### config.mk
export PLATFORM = sky130hd
export DESIGN_NAME = display_decoder
export DESIGN_NICKNAME = d
export VERILOG_FILES = /design/src/rtl/display_pkg.sv /design/src/rtl/seg_glyph_rom.sv /design/src/rtl/display_decoder.sv
export SDC_FILE = /design/constraint.sdc
export NUM_CORES = 1
export LEC_CHECK = 0
export CORE_MARGIN = 2
export CORE_UTILIZATION = 50
export CTS_CLUSTER_SIZE = 25
export DETAILED_ROUTE_END_ITERATION = 8
export PLACE_DENSITY = 0.9
export SLEW_MARGIN = 20
export SYNTH_ARGS = -nofsm -noshare
export SYNTH_HDL_FRONTEND = slang
export SYNTH_SLANG_ARGS = --single-unit
### constraint.sdc
create_clock -name clk_i -period 2.05 [get_ports clk_i]
set_clock_uncertainty 0.2 [all_clocks]
set_input_delay 0.41 -clock clk_i [delete_from_list [all_inputs] [get_ports clk_i]]
set_output_delay 0.41 -clock clk_i [all_outputs]
set_load 0.005 [all_outputs]
### src/rtl/display_pkg.sv
// Shared types and glyph tables for the seven-segment display decoder.
// Glyphs are stored active-high as {g,f,e,d,c,b,a}.
package display_pkg;

    typedef logic [6:0] seg_t;

    localparam seg_t SEG_OFF = 7'h00;
    localparam int unsigned DP_BIT = 7;

    // 0-9 then A b C d E F
    localparam seg_t NUM_GLYPHS [16] = '{
        7'h3F, 7'h06, 7'h5B, 7'h4F, 7'h66, 7'h6D, 7'h7D, 7'h07,
        7'h7F, 7'h6F, 7'h77, 7'h7C, 7'h39, 7'h5E, 7'h79, 7'h71
    };

    // A b C d E F G H I J L n o P r U
    localparam seg_t LTR_GLYPHS [16] = '{
        7'h77, 7'h7C, 7'h39, 7'h5E, 7'h79, 7'h71, 7'h3D, 7'h76,
        7'h30, 7'h1E, 7'h38, 7'h54, 7'h5C, 7'h73, 7'h50, 7'h3E
    };

endpackage

### src/rtl/seg_glyph_rom.sv
// Combinational glyph lookup: 4-bit code plus set select to active-high segments.
module seg_glyph_rom
    import display_pkg::*;
(
    input  logic [3:0] code_i,
    input  logic       ltr_i,
    output seg_t       seg_o
);

    always_comb begin
        seg_o = SEG_OFF;
        if (ltr_i) begin
            seg_o = LTR_GLYPHS[code_i];
        end else begin
            seg_o = NUM_GLYPHS[code_i];
        end
    end

endmodule

### src/rtl/display_decoder.sv
// Registered seven-segment decoder: glyph lookup, blank/dp merge, polarity,
// and a single async-reset output register so segment lines never glitch.
module display_decoder
    import display_pkg::*;
#(
    parameter bit ACTIVE_LOW = 1'b1
) (
    input  logic       clk_i,
    input  logic       rst_ni,
    input  logic [3:0] data_i,
    input  logic       ltr_i,
    input  logic       dp_i,
    input  logic       blank_i,
    output logic [7:0] data_o
);

    localparam logic [7:0] AllOff = ACTIVE_LOW ? 8'hFF : 8'h00;

    seg_t       glyph;
    logic [7:0] pattern_hi;
    logic [7:0] seg_d;
    logic [7:0] seg_q;

    seg_glyph_rom u_rom (
        .code_i (data_i),
        .ltr_i  (ltr_i),
        .seg_o  (glyph)
    );

    always_comb begin
        pattern_hi = 8'h00;
        if (!blank_i) begin
            pattern_hi[6:0]    = glyph;
            pattern_hi[DP_BIT] = dp_i;
        end
        // Polarity is applied last so blank maps to all-off on either board.
        seg_d = ACTIVE_LOW ? ~pattern_hi : pattern_hi;
    end

    always_ff @(posedge clk_i or negedge rst_ni) begin
        if (!rst_ni) begin
            seg_q <= AllOff;
        end else begin
            seg_q <= seg_d;
        end
    end

    assign data_o = seg_q;

endmodule

==> impl_metrics.env <==
export IMPL_hold_end="data_o[7]"
export IMPL_dieWidth_um=41.4
export IMPL_post_route_period_util_pct=94.7
export IMPL_outcome="finished clean"
export IMPL_largest_register_ffs=8
export IMPL_yosysUniqueCellTypes=30
export IMPL_die_area_sq_mm=0.00171
export IMPL_fmax_mhz=515
export IMPL_finalHoldViolCount=0
export IMPL_cp_depth=8
export IMPL_num_fill_cells=101
export IMPL_num_vias=690
export IMPL_wirelength_um=1690
export IMPL_vdd_drop_max_uv=194
export IMPL_crit_chain="clkdlybuf4s50_1 > inv_1 > buf_4 > ha_1 > buf_4 > nor3_2 > a21oi_1 > o21bai_1"
export IMPL_syn_cell_area_sq_um=699
export IMPL_clock_sinks=8
export IMPL_crit_path_max_incr_delay_ns=0.52
export IMPL_leakage_uw=0.000425
export IMPL_slew_headroom_pct=74.7
export IMPL_crit_fanout=4
export IMPL_path_buf_inv=4
export IMPL_synthXorXnorAreaFrac_pct=2.50
export IMPL_antenna_cells=0
export IMPL_post_cts_setup_buffer_count=0
export IMPL_die_h_um=41.4
export IMPL_grt_antenna_before_repair=0
export IMPL_area_growth_pct=39.4
export IMPL_post_cts_resized=0
export IMPL_dp_slack_ns=-0.264
export IMPL_async_flop_share_pct=100
export IMPL_io_pins=17
export IMPL_cp_slowest_cell="clkdlybuf4s50_1"
export IMPL_p_total_uw=468
export IMPL_yosys_area_share_simple_pct=15.0
export IMPL_tns_ns=0
export IMPL_routed_via_density=5.75
export IMPL_hold_path_depth=2
export IMPL_synth_nets=93
export IMPL_multi_input_area_sq_um=443
export IMPL_grt_pass1_vias=662
export IMPL_place_area_sq_um=940
export IMPL_synth_cells=77
export IMPL_stdcell_area_sq_um=975
export IMPL_end_kind="register"
export IMPL_synthTopCellsByArea="dfstp_2 30%, ha_1 13%, buf_6 4.8%"
export IMPL_p_sw_uw=132
export IMPL_yosys_most_used_dff="dfstp_2"
export IMPL_switching_share_pct=28.2
export IMPL_synth_compound_area_share_pct=27.0
export IMPL_fin_util_pct=74.9
export IMPL_yosysTopAreaCell="dfstp_2"
export IMPL_synth_warnings=0
export IMPL_cts_root_buf="clkbuf_4"
export IMPL_place_congestion=0.869
export IMPL_path_clk_slew_ns=0.05
export IMPL_cts_buffer_depth=2
export IMPL_pwr_density_cell_mw_per_mm2=480
export IMPL_arrival_ns=1.92
export IMPL_postCtsHoldBufs=0
export IMPL_seqPwrFrac_pct=39.2
export IMPL_setup_ws_ns=0.108
export IMPL_floorplan_rows=13
export IMPL_cts_tree="yes"
export IMPL_maxCapViolCount=0
export IMPL_hp_class="in2reg"
export IMPL_finalNetCount=123
export IMPL_combPwrFrac_pct=35.1
export IMPL_dr_pass1_iters=4
export IMPL_tightest_slew_ns=0.378
export IMPL_critPathLaunchType="input port"
export IMPL_cts_buffers=3
export IMPL_setup_viol=0
export IMPL_drc_errors=0
export IMPL_postRouteAntennaNets=0
export IMPL_grtUsageTotal_pct=20.9
export IMPL_ys_seq_area_share_pct=30.1
export IMPL_start_util_pct=53.8
export IMPL_finalWorstPathRequiredPeriod_ns=1.94
export IMPL_grt_max_degree=12
export IMPL_clockPowerShare_pct=25.8
export IMPL_synth_top_area_share_pct=30.1
export IMPL_drt_iter0_drc=25
export IMPL_wl_per_cell_um=14.1
export IMPL_grt_pass1_wl_um=2770
export IMPL_synthMuxAreaShare_pct=4.47
export IMPL_postSynthAreaPerCell_sq_um=9.08
export IMPL_core_region_area_sq_mm=0.00130
export IMPL_htreeDepth=1
export IMPL_hpwl_um=1300
export IMPL_p_int_uw=336
export IMPL_synth_enable_flop_cells=0
export IMPL_synth_top_family_by_area="compound AO/OA/AOI/OAI gates"
export IMPL_cp_common_cell="buf_4"
export IMPL_cp_required_ns=2.03
export IMPL_critPathKind="in2reg"
export IMPL_synth_seq_cells=8
export IMPL_hp_start="dp_i"
export IMPL_rsz0062_at_grt="false"
export IMPL_critical_path_top_delay_family="buffers and inverters"
export IMPL_drive_above_1_share_pct=28.6
export IMPL_ff_latch_area_sq_um=210
export IMPL_final_max_slew_viol_count=0
export IMPL_port_buffers=16
export IMPL_synthAdderAreaFrac_pct=12.5
export IMPL_gr_total_overflow=0
[Yosys cell counts (3+ instances only)]
library cell  number
ha_1               7
nor2_1             3
a211oi_1           3
buf_6              3
nand2_1            7
nand2b_1           5
a21oi_1            3
inv_1              4
dfstp_2            8
o21ai_0            6
[layout by cell type, fill, tap and decap left out, drive strengths merged, types with 3 or more instances in the layout]
master	Yosys	layout
o21ai	6	6
nand2b	5	5
a211oi	3	3
nand2	7	7
inv	4	4
clkbuf	0	3
buf	5	14
a21oi	3	3
nor2	3	3
clkdlybuf4s50	0	16
ha	7	7
dfstp	8	8
[how the worst max path moves through the flow]
stage,startpoint,to,slack (ns)
5_1_grt,data_i[0],data_o[3],0.03
2_1_floorplan,data_i[1],data_o[0],0.38
6_report,data_i[0],data_o[4],0.11
4_1_cts,data_i[1],data_o[0],0.001
3_5_place_dp,data_i[1],data_o[0],-0.26
3_3_place_gp,data_i[1],data_o[0],-0.23
[cells by family (layout without fill, tap and decap cells)]
| logic type | after synthesis | in the layout |
|---|---|---|
| buf+inv | 9 | 37 |
| xor+xnor | 2 | 2 |
| flops | 8 | 8 |
| mux | 3 | 3 |
| simple gates | 21 | 21 |
| fa+ha+maj | 7 | 7 |
| compound gates | 27 | 27 |
[power groups by stage]
stage	clock network (uW)	logic, uW	registers, uW
6_report	121	164	183
5_1_grt	132	178	185
4_1_cts	124	159	184
3_5_place_dp	0	158	186
3_3_place_gp	0	153	185
2_1_floorplan	0	77.7	188
[per-stage QoR]
step | hold WS (ns) | cells
finish | 0.462 | 120
global route | 0.485 | 120
CTS | 0.462 | 120
detailed placement | 0.723 | 117
global placement | 0.717 | 117
floorplan | 0.0622 | 77
[area by class of cell]
cell class	instances	area share, %
Multi-Input combinational cell	60	45.4
Timing Repair Buffer	30	27.2
Sequential cell	8	21.6
Clock buffer	3	2.31
Tap cell	15	1.93
Inverter	4	1.54
[routing by layer]
| layer | wire, um | GRT usage, % | part of all wire [%] |
|---|---|---|---|
| met1 | 654 | 22.0 | 39 |
| met2 | 891 | 36.6 | 53 |
| met3 | 116 | 5.22 | 6.8 |
| met4 | 31 | 13.5 | 1.8 |
| met5 | 0 | 0 | 0 |
Power figures use the tool's default switching activity.
